**src/rtl/text_writer_if.sv**
```systemverilog
// Byte-stream input and video RAM write-port bundle for the text-mode writer.
// The master side is the writer itself; the slave side is the producer plus the RAM.
interface text_writer_if;
    logic        in_valid;
    logic        in_ready;
    logic [7:0]  in_char;
    logic [7:0]  in_attr;
    logic [16:0] mem_address;
    logic [7:0]  mem_wdata;
    logic        mem_we;
    logic [7:0]  mem_rdata;

    modport master (
        input  in_valid,
        input  in_char,
        input  in_attr,
        input  mem_rdata,
        output in_ready,
        output mem_address,
        output mem_wdata,
        output mem_we
    );

    modport slave (
        output in_valid,
        output in_char,
        output in_attr,
        output mem_rdata,
        input  in_ready,
        input  mem_address,
        input  mem_wdata,
        input  mem_we
    );
endinterface

```
**src/rtl/text_writer.sv**
```systemverilog
// Text-mode video memory writer: places char/attr pairs at the cursor, handles CR/LF/BS/FF
// and scrolls the screen up one row with a read-copy-write pass when it overflows.
module text_writer #(
    parameter logic [16:0] BASE = 17'h00000,
    parameter int unsigned COLS = 80,
    parameter int unsigned ROWS = 25,
    parameter logic [7:0]  FILL = 8'h20
) (
    input  logic          clock,
    input  logic          reset_n,
    text_writer_if.master bus,
    output logic [10:0]   cursor,
    output logic          busy
);

    localparam int unsigned ColW = (COLS > 1) ? $clog2(COLS) : 1;
    localparam int unsigned RowW = (ROWS > 1) ? $clog2(ROWS) : 1;

    localparam logic [10:0]     LastCell    = 11'(COLS * ROWS - 1);
    localparam logic [10:0]     LastRowCell = 11'(COLS * (ROWS - 1));
    localparam logic [10:0]     ColsCells   = 11'(COLS);
    localparam logic [16:0]     RowBytes    = 17'(2 * COLS);
    localparam logic [16:0]     CopyLast    = 17'(2 * COLS * (ROWS - 1) - 1);
    localparam logic [16:0]     ByteLast    = 17'(2 * COLS * ROWS - 1);
    localparam logic [ColW-1:0] ColLast     = ColW'(COLS - 1);
    localparam logic [RowW-1:0] RowLast     = RowW'(ROWS - 1);
    localparam int unsigned     EndAddr     = int'(BASE) + 2 * COLS * ROWS;

    localparam logic [7:0] CharBs = 8'h08;
    localparam logic [7:0] CharLf = 8'h0A;
    localparam logic [7:0] CharFf = 8'h0C;
    localparam logic [7:0] CharCr = 8'h0D;

    typedef enum logic [2:0] {
        StIdle,
        StPutChar,
        StPutAttr,
        StScrRd,
        StScrWait,
        StScrWr,
        StClrChar,
        StClrAttr
    } state_e;

    state_e          state_q, state_d;
    logic [10:0]     cursor_q, cursor_d;
    logic [RowW-1:0] row_q, row_d;
    logic [ColW-1:0] col_q, col_d;
    logic [7:0]      char_q, char_d;
    logic [7:0]      attr_q, attr_d;
    logic [16:0]     off_q, off_d;
    logic [7:0]      rdata_q, rdata_d;
    logic            ff_q, ff_d;

    logic            accept;
    logic [16:0]     cell_addr;

    assign accept    = bus.in_valid && (state_q == StIdle);
    assign cell_addr = BASE + 17'({cursor_q, 1'b0});
    assign cursor    = cursor_q;

    always_ff @(posedge clock or negedge reset_n) begin
        if (!reset_n) begin
            state_q <= StIdle;
        end else begin
            state_q <= state_d;
        end
    end

    always_comb begin
        state_d = state_q;
        unique case (state_q)
            StIdle: begin
                if (accept) begin
                    case (bus.in_char)
                        CharCr, CharBs: state_d = StIdle;
                        CharLf:         state_d = (row_q == RowLast) ? StScrRd : StIdle;
                        CharFf:         state_d = StClrChar;
                        default:        state_d = StPutChar;
                    endcase
                end
            end
            StPutChar: state_d = StPutAttr;
            StPutAttr: state_d = (cursor_q == LastCell) ? StScrRd : StIdle;
            StScrRd:   state_d = StScrWait;
            StScrWait: state_d = StScrWr;
            StScrWr:   state_d = (off_q == CopyLast) ? StClrChar : StScrRd;
            StClrChar: state_d = StClrAttr;
            StClrAttr: state_d = (off_q == ByteLast) ? StIdle : StClrChar;
            default:   state_d = StIdle;
        endcase
    end

    always_comb begin
        bus.in_ready    = (state_q == StIdle);
        busy            = (state_q != StIdle);
        bus.mem_we      = 1'b0;
        bus.mem_address = '0;
        bus.mem_wdata   = '0;
        unique case (state_q)
            StPutChar: begin
                bus.mem_we      = 1'b1;
                bus.mem_address = cell_addr;
                bus.mem_wdata   = char_q;
            end
            StPutAttr: begin
                bus.mem_we      = 1'b1;
                bus.mem_address = cell_addr + 17'd1;
                bus.mem_wdata   = attr_q;
            end
            StScrRd, StScrWait: begin
                bus.mem_address = BASE + off_q + RowBytes;
            end
            StScrWr: begin
                bus.mem_we      = 1'b1;
                bus.mem_address = BASE + off_q;
                bus.mem_wdata   = rdata_q;
            end
            StClrChar: begin
                bus.mem_we      = 1'b1;
                bus.mem_address = BASE + off_q;
                bus.mem_wdata   = FILL;
            end
            StClrAttr: begin
                bus.mem_we      = 1'b1;
                bus.mem_address = BASE + off_q;
                bus.mem_wdata   = attr_q;
            end
            default: ;
        endcase
    end

    // Row and column are tracked alongside the linear cursor to avoid a divide by COLS.
    always_comb begin
        cursor_d = cursor_q;
        row_d    = row_q;
        col_d    = col_q;
        char_d   = char_q;
        attr_d   = attr_q;
        off_d    = off_q;
        rdata_d  = rdata_q;
        ff_d     = ff_q;
        unique case (state_q)
            StIdle: begin
                if (accept) begin
                    char_d = bus.in_char;
                    attr_d = bus.in_attr;
                    off_d  = '0;
                    case (bus.in_char)
                        CharCr: begin
                            cursor_d = cursor_q - 11'(col_q);
                            col_d    = '0;
                        end
                        CharLf: begin
                            if (row_q != RowLast) begin
                                cursor_d = cursor_q - 11'(col_q) + ColsCells;
                                row_d    = row_q + RowW'(1);
                                col_d    = '0;
                            end else begin
                                ff_d = 1'b0;
                            end
                        end
                        CharBs: begin
                            if (col_q != '0) begin
                                cursor_d = cursor_q - 11'd1;
                                col_d    = col_q - ColW'(1);
                            end
                        end
                        CharFf:  ff_d = 1'b1;
                        default: ;
                    endcase
                end
            end
            StPutAttr: begin
                if (cursor_q == LastCell) begin
                    ff_d = 1'b0;
                end else begin
                    cursor_d = cursor_q + 11'd1;
                    if (col_q == ColLast) begin
                        col_d = '0;
                        row_d = row_q + RowW'(1);
                    end else begin
                        col_d = col_q + ColW'(1);
                    end
                end
            end
            StScrWait: rdata_d = bus.mem_rdata;
            StScrWr, StClrChar: off_d = off_q + 17'd1;
            StClrAttr: begin
                if (off_q == ByteLast) begin
                    // A full-screen clear homes the cursor; a scroll parks it on the last row.
                    cursor_d = ff_q ? 11'd0 : LastRowCell;
                    row_d    = ff_q ? '0 : RowLast;
                    col_d    = '0;
                end else begin
                    off_d = off_q + 17'd1;
                end
            end
            default: ;
        endcase
    end

    always_ff @(posedge clock or negedge reset_n) begin
        if (!reset_n) begin
            cursor_q <= '0;
            row_q    <= '0;
            col_q    <= '0;
            char_q   <= '0;
            attr_q   <= '0;
            off_q    <= '0;
            rdata_q  <= '0;
            ff_q     <= 1'b0;
        end else begin
            cursor_q <= cursor_d;
            row_q    <= row_d;
            col_q    <= col_d;
            char_q   <= char_d;
            attr_q   <= attr_d;
            off_q    <= off_d;
            rdata_q  <= rdata_d;
            ff_q     <= ff_d;
        end
    end

    // The screen window must fit inside the 128K video RAM.
    a_window_fits: assert property (@(posedge clock) EndAddr <= 32'h20000);

    a_cursor_range: assert property (@(posedge clock) disable iff (!reset_n)
        cursor_q <= LastCell);

    a_we_only_busy: assert property (@(posedge clock) disable iff (!reset_n)
        bus.mem_we |-> busy);

endmodule

```
**src/flat_wrapper.sv**
```systemverilog
// flat-port wrapper written by rule: the top's interface ports become plain ports
module text_writer_flat 
#(
    parameter logic [16:0] BASE = 17'h00000,
    parameter int unsigned COLS = 80,
    parameter int unsigned ROWS = 25,
    parameter logic [7:0]  FILL = 8'h20
)
  (clock, reset_n, cursor, busy, bus_in_valid, bus_in_char, bus_in_attr, bus_mem_rdata, bus_in_ready, bus_mem_address, bus_mem_wdata, bus_mem_we);
  text_writer_if bus_i ();
  input  logic clock;
  input  logic reset_n;
  output logic [10:0] cursor;
  output logic busy;
  input wire logic [$bits(bus_i.in_valid)-1:0] bus_in_valid;
  input wire logic [$bits(bus_i.in_char)-1:0] bus_in_char;
  input wire logic [$bits(bus_i.in_attr)-1:0] bus_in_attr;
  input wire logic [$bits(bus_i.mem_rdata)-1:0] bus_mem_rdata;
  output wire logic [$bits(bus_i.in_ready)-1:0] bus_in_ready;
  output wire logic [$bits(bus_i.mem_address)-1:0] bus_mem_address;
  output wire logic [$bits(bus_i.mem_wdata)-1:0] bus_mem_wdata;
  output wire logic [$bits(bus_i.mem_we)-1:0] bus_mem_we;
  assign bus_i.in_valid = bus_in_valid;
  assign bus_i.in_char = bus_in_char;
  assign bus_i.in_attr = bus_in_attr;
  assign bus_i.mem_rdata = bus_mem_rdata;
  assign bus_in_ready = bus_i.in_ready;
  assign bus_mem_address = bus_i.mem_address;
  assign bus_mem_wdata = bus_i.mem_wdata;
  assign bus_mem_we = bus_i.mem_we;
  text_writer #(.BASE(BASE), .COLS(COLS), .ROWS(ROWS), .FILL(FILL)) u_core (.clock(clock), .reset_n(reset_n), .bus(bus_i), .cursor(cursor), .busy(busy));
endmodule
```
**config.mk**
```make
export PLATFORM = sky130hd
export DESIGN_NAME = text_writer_flat
export DESIGN_NICKNAME = d
export VERILOG_FILES = /design/src/rtl/text_writer_if.sv /design/src/rtl/text_writer.sv /design/src/flat_wrapper.sv
export SDC_FILE = /design/constraint.sdc
export NUM_CORES = 1
export LEC_CHECK = 0
export ABC_CLOCK_PERIOD_IN_PS = 3800
export BUFFER_PORTS_ARGS = -buffer_cell sky130_fd_sc_hd__buf_2
export CAP_MARGIN = 20
export CORE_MARGIN = 2
export CORE_UTILIZATION = 51
export CTS_BUF_LIST = sky130_fd_sc_hd__clkbuf_8
export CTS_CLUSTER_SIZE = 14
export DETAILED_ROUTE_END_ITERATION = 16
export PLACE_DENSITY = 0.77
export SKIP_CTS_REPAIR_TIMING = 1
export SLEW_MARGIN = 20
export SYNTH_ARGS = -nofsm -noshare
export SYNTH_HDL_FRONTEND = slang
export SYNTH_SLANG_ARGS = --single-unit
export TNS_END_PERCENT = 5
```
**constraint.sdc**
```tcl
create_clock -name clock -period 3.8 [get_ports clock]
set_clock_uncertainty 0.1 [all_clocks]
set_input_delay 0.57 -clock clock [delete_from_list [all_inputs] [get_ports clock]]
set_output_delay 0.57 -clock clock [all_outputs]
set_load 0.01 [all_outputs]
```
==> impl_metrics.csv, run 1 <==
group,metric,value,unit
die,die_w,107,microns
clock_tree,clkTransAtPathRegs,0.08,ns
power_and_ir_drop,power_density,263,nW/um^2
global_route,track_usage,28.4,%
timing,worstMarginPinSlew,0.618,ns
global_route,grt_max_degree,41,
timing,setup_slack,0.450,ns
worst_setup_path,path_class,"flop to flop",
detailed_routing,ant_nets,0,
worst_setup_path,start_kind,"flop",
synth,ys_ff_latch,68,
synth,yosysWarnings,0,
synth,syn_area,5430,sq um
synth,syn_area_per_cell,7.82,sq um
detailed_routing,routed_wl,15700,microns
detailed_routing,post_drt_via_cell_ratio,6.31,
power_and_ir_drop,leakagePower,2.66,nW
clock_tree,cts_buffers,9,
detailed_routing,drc_errors,0,
final_layout,layout_common_cells,"111 x nand2_1, 68 x dfrtp_1, 65 x buf_2",
final_layout,seq_area,1700,sq um
final_layout,final_common_cell,"nand2_1",
die,coreArea,10300,sq um
timing,maxSlewViolCount,0,
die,core.rowCount,37,
clock_tree,htreeDepth,3,
timing,max_slew_margin,58.4,%
detailed_routing,wl_met1,6650,microns
detailed_routing,routed-wl-met2,7400,microns
timing,setup_tns,0,ns
clock_tree,numClockSinks,68,
place,pre_cts_ws,0.531,ns
global_route,grt_antenna_before_repair,0,
worst_setup_path,arrival,3.47,ns
timing,max_freq,299,MHz
synth,ys_seq_area_share,31.3,%
status,status,"complete, no violations",
place,io_buffers,65,
timing,setup_viol,0,
clock_tree,cts_root_buffer,"clkbuf_8",
min_path,hold_class,"primary input to flop",
timing,layout_min_cycle_time,3.35,ns
final_layout,finalNetCount,784,
synth,synth_top_area_share,31.3,%
power_and_ir_drop,ir_drop,0.000247,V
synth,synth-edff-count,0,
detailed_routing,wl_met3,1240,microns
detailed_routing,first_pass_iters,6,
place,place_hpwl,11400,microns
global_route,grt_pass1_wl,26300,microns
synth,synthTopCellsByArea,"dfrtp_1 31%, nand2_1 7.7%, o21ai_0 5.2%",
timing,rsz0062_at_grt,"false",
synth,yosysTopAreaCell,"dfrtp_1",
job,max_cap_viol_count,0,
worst_setup_path,critical_path_required,3.92,ns
final_layout,syn_to_final_growth,12.8,%
worst_setup_path,critPathCaptureType,"flop",
clock_tree,cts_buffer_depth,2,
global_route,grt_remaining_overflow,0,
synth,ys.flop_type,"dfrtp_1",
synth,async_flop_share,100,%
global_route,grt_pass1_vias,5357,
synth,synth_cells,695,
final_layout,stdcell_area,6120,sq um
synth,yosysUniqueCellTypes,73,
place,place_area,5840,sq um
die,die_y,107,microns
final_layout,num_antenna_cells,0,
detailed_routing,wl_per_cell,17.8,microns
final_layout,fillers,936,
synth,syn_nets,740,
clock_tree,clk_latency,0.35,ns
timing,finalCritPeriodShare,88.2,%
detailed_routing,dr_total_vias,5549,
timing,hold_violations,0,
place,gp_congestion,0.937,
final_layout,drive_gt1_share,18.1,%
detailed_routing,drt_iter0_drc,466,
clock_tree,tritoncts,"built",
detailed_routing,top_layer_used,"met4",
die,ios,66,
final_layout,multi_input_area,3410,sq um
worst_setup_path,cp_max_fo,7,
die,start_util,52.6,%
die,dieArea,11500,sq um
-- flip-flops by register name (all words and copies together) (netlist names) --
register,flops
u_core.off_q,17
u_core.cursor,11
u_core.attr_q,8
u_core.char_q,8
u_core.rdata_q,8
u_core.col_q,7
u_core.row_q,5
u_core.state_q,3
u_core.ff_q,1
-- cell type report --
class,count,share of cell area [%]
tap,136,2.78
multi-input combinational,553,55.8
inverter,20,1.23
timing repair buffer,87,8.05
clock buffer,9,2.02
clock inverter,7,2.39
sequential,68,27.8
-- worst paths after layout --
kind	depth (start not counted)	slack, ns	endpoint	start
min reg2reg	2	0.38	u_core.char_q[5]	u_core.char_q[5]
min in group asynchronous	2	0.49	u_core.off_q[15]	reset_n
min	3	0.32	u_core.attr_q[5]	bus_in_attr[5]
max reg2reg	10	0.45	u_core.cursor[10]	u_core.cursor[0]
max in group asynchronous	3	2.33	u_core.cursor[5]	reset_n
max	10	0.45	u_core.cursor[10]	u_core.cursor[0]
-- cells in the mapped netlist, types with 16 or more instances --
library cell	n
nand2_1	111
dfrtp_1	68
o21ai_0	56
a21oi_1	49
nor2_1	42
clkbuf_1	33
nand3_1	28
nor3_1	24
inv_1	20
ha_1	17
xor2_1	17
mux2_2	16
-- routing by layer --
| layer | track usage (%) | up-vias |
|---|---|---|
| li1 | - | 2607 |
| met1 | 38.6 | 2638 |
| met2 | 45.8 | 268 |
| met3 | 4.32 | 36 |
| met4 | 10.3 | 0 |
| met5 | 0 | - |
-- per-stage QoR --
| step | power, mW | utilization (%) | hold slack [ns] | cells |
|---|---|---|---|---|
| floorplan | 0.773 | - | 0.174 | 695 |
| global placement | 0.810 | 56.6 | 0.327 | 863 |
| detailed placement | 0.811 | 56.6 | 0.330 | 863 |
| CTS | 1.62 | 59.2 | -0.0607 | 879 |
| global route | 1.67 | 59.3 | 0.311 | 880 |
| finish | 1.61 | 59.3 | 0.316 | 880 |
-- logic make-up (layout without fill, tap and decap cells) --
kind of cell	count (synthesis)	after routing	share of synthesized area (%)
AO/OA/AOI/OAI	208	208	24.2
XOR/XNOR	27	27	4.35
adder cells (fa/ha/maj)	19	19	4.47
buffers and inverters	74	123	5.81
flip-flops	68	68	31.3
multiplexers	20	20	4.05
AND/OR/NAND/NOR	279	279	25.8
-- critical path, cell delays in order (launching register included) --
cell and delay, ns:
dfrtp_1 0.46, inv_1 0.13, ha_1 0.25, fa_1 0.40, nor2b_1 0.29, o21ai_1 0.19
a311oi_1 0.52, nor2b_1 0.33, nor4_1 0.09, a2111oi_0 0.35, a21oi_1 0.12
-- report_power, final --
part	internal, mW	total, mW	switching [mW]
logic	0.0250	0.0654	0.0404
clock network	0.507	0.815	0.308
registers	0.728	0.732	0.00390
total	1.26	1.61	0.352
Note: power is estimated with default switching activity, not from simulation.
==> run 2: changes to the inputs <==
- CORE_MARGIN: 2 -> default
- RECOVER_POWER: default -> 50
==> impl_metrics.csv, run 2 (synthesis gave the netlist of run 1 again) <==
group,metric,value,unit
die,core.rowCount,37,
detailed_routing,drc_errors,0,
timing,worstMarginPinSlew,1.31,ns
worst_setup_path,rr_startpoint,"u_core.state_q[0]",
worst_setup_path,critPathCapture,"u_core.off_q[13]",
final_layout,drive_gt1_share,16.1,%
detailed_routing,first_pass_iters,5,
global_route,grt_pass1_wl,25700,microns
power_and_ir_drop,leakagePower,2.57,nW
clock_tree,cts_buffers,9,
timing,hold_violations,0,
final_layout,syn_to_final_growth,10.3,%
die,die_y,105,microns
final_layout,largest-register,"u_core.off_q",
timing,setup_viol,0,
global_route,grt_remaining_overflow,0,
worst_setup_path,critical_path_required,3.98,ns
global_route,grt_max_degree,52,
detailed_routing,post_drt_via_cell_ratio,6.34,
worst_setup_path,critPathCaptureType,"flop",
place,io_buffers,65,
clock_tree,cts_root_buffer,"clkbuf_8",
die,coreArea,10300,sq um
global_route,grt_pass1_vias,5134,
timing,layout_min_cycle_time,3.33,ns
timing,rsz0062_at_grt,"false",
final_layout,largest_reg_flops,17,
worst_setup_path,r2r.worst_path.cells,9,
status,status,"complete, no violations",
clock_tree,tritoncts,"built",
clock_tree,htreeDepth,3,
clock_tree,clk_latency,0.35,ns
final_layout,layout_common_cells,"111 x nand2_1, 68 x dfrtp_1, 56 x o21ai_0, 56 x buf_2, 49 x a21oi_1",
clock_tree,numClockSinks,68,
detailed_routing,routed_wl,15800,microns
die,dieArea,11100,sq um
worst_setup_path,path_class,"flop to flop",
timing,max_freq,301,MHz
detailed_routing,dr_total_vias,5558,
power_and_ir_drop,ir_drop,0.000217,V
final_layout,num_antenna_cells,0,
final_layout,finalNetCount,780,
min_path,hold_class,"primary input to async pin",
place,pre_cts_ws,0.596,ns
global_route,track_usage,28.9,%
detailed_routing,ant_nets,0,
worst_setup_path,start_kind,"flop",
die,die_w,105,microns
detailed_routing,drt_iter0_drc,462,
timing,setup_slack,0.473,ns
worst_setup_path,cp_max_fo,22,
die,start_util,52.6,%
worst_setup_path,reg2reg_to,"u_core.off_q[13]",
global_route,grt_antenna_before_repair,0,
place,place_hpwl,11300,microns
detailed_routing,wl_per_cell,18.0,microns
timing,max_slew_margin,12.6,%
job,max_cap_viol_count,0,
final_layout,final_common_cell,"nand2_1",
power_and_ir_drop,power_density,236,nW/um^2
place,gp_congestion,0.938,
worst_setup_path,arrival,3.51,ns
timing,maxSlewViolCount,0,
worst_setup_path,startpoint,"u_core.state_q[0]",
clock_tree,clkTransAtPathRegs,0.08,ns
timing,finalCritPeriodShare,87.6,%
timing,setup_tns,0,ns
clock_tree,cts_buffer_depth,2,
die,ios,66,
worst_setup_path,regToRegSetupSlack,0.47,ns
-- run 2: where the power goes --
part           switching [mW]  internal [mW]  total, mW
Clock                   0.309          0.306      0.615
Sequential            0.00369          0.728      0.732
Combinational          0.0412         0.0230     0.0642
-- run 2: layout make-up --
cell class,instances,area [sq um]
fillers,987,4330
multi-input cells,553,3410
flip-flops and latches,68,1700
repair buffers,83,432
well taps,136,170
clock buffers,9,124
clock inverters,7,75.1
inverters,20,75.1
-- run 2: worst min-delay path by stage --
stage / start / end
final: reset_n / u_core.col_q[3]
after global routing: bus_in_attr[0] / u_core.attr_q[0]
after CTS: reset_n / u_core.col_q[4]
after detailed placement: u_core.char_q[5] / u_core.char_q[5]
after global placement: u_core.char_q[5] / u_core.char_q[5]
after floorplan: reset_n / u_core.attr_q[0]
-- run 2: stage by stage --
| stage | area (sq um) | util (%) | instances | hold WS [ns] | total power, mW |
|---|---|---|---|---|---|
| 6_report | 5990 | 58.0 | 876 | 0.257 | 1.41 |
| 5_1_grt | 5990 | 58.0 | 876 | 0.306 | 1.46 |
| 4_1_cts | 6020 | 58.3 | 876 | 0.0320 | 1.42 |
| 3_5_place_dp | 5820 | 56.4 | 860 | 0.362 | 0.811 |
| 3_3_place_gp | 5820 | 56.4 | 860 | 0.357 | 0.809 |
| 2_1_floorplan | 5430 | - | 695 | 0.174 | 0.773 |
-- run 2: worst max-delay path, stage by stage (launching register included) --
cell,delay (ns)
dfrtp_1,0.54
inv_1,0.39
nand2_1,0.19
inv_1,0.13
nand2_1,0.10
clkbuf_1,0.42
a21oi_1,0.53
nand4_1,0.31
or3_1,0.39
a21oi_1,0.15
-- run 2: metal layers --
| layer | track usage (%) | part of all wire (%) | vias up |
|---|---|---|---|
| met1 | 39.4 | 43 | 2667 |
| met4 | 10.9 | 2.3 | 0 |
| met2 | 46.3 | 47 | 267 |
| met5 | 0 | 0 | - |
| met3 | 4.37 | 7.6 | 26 |
| li1 | - | - | 2598 |
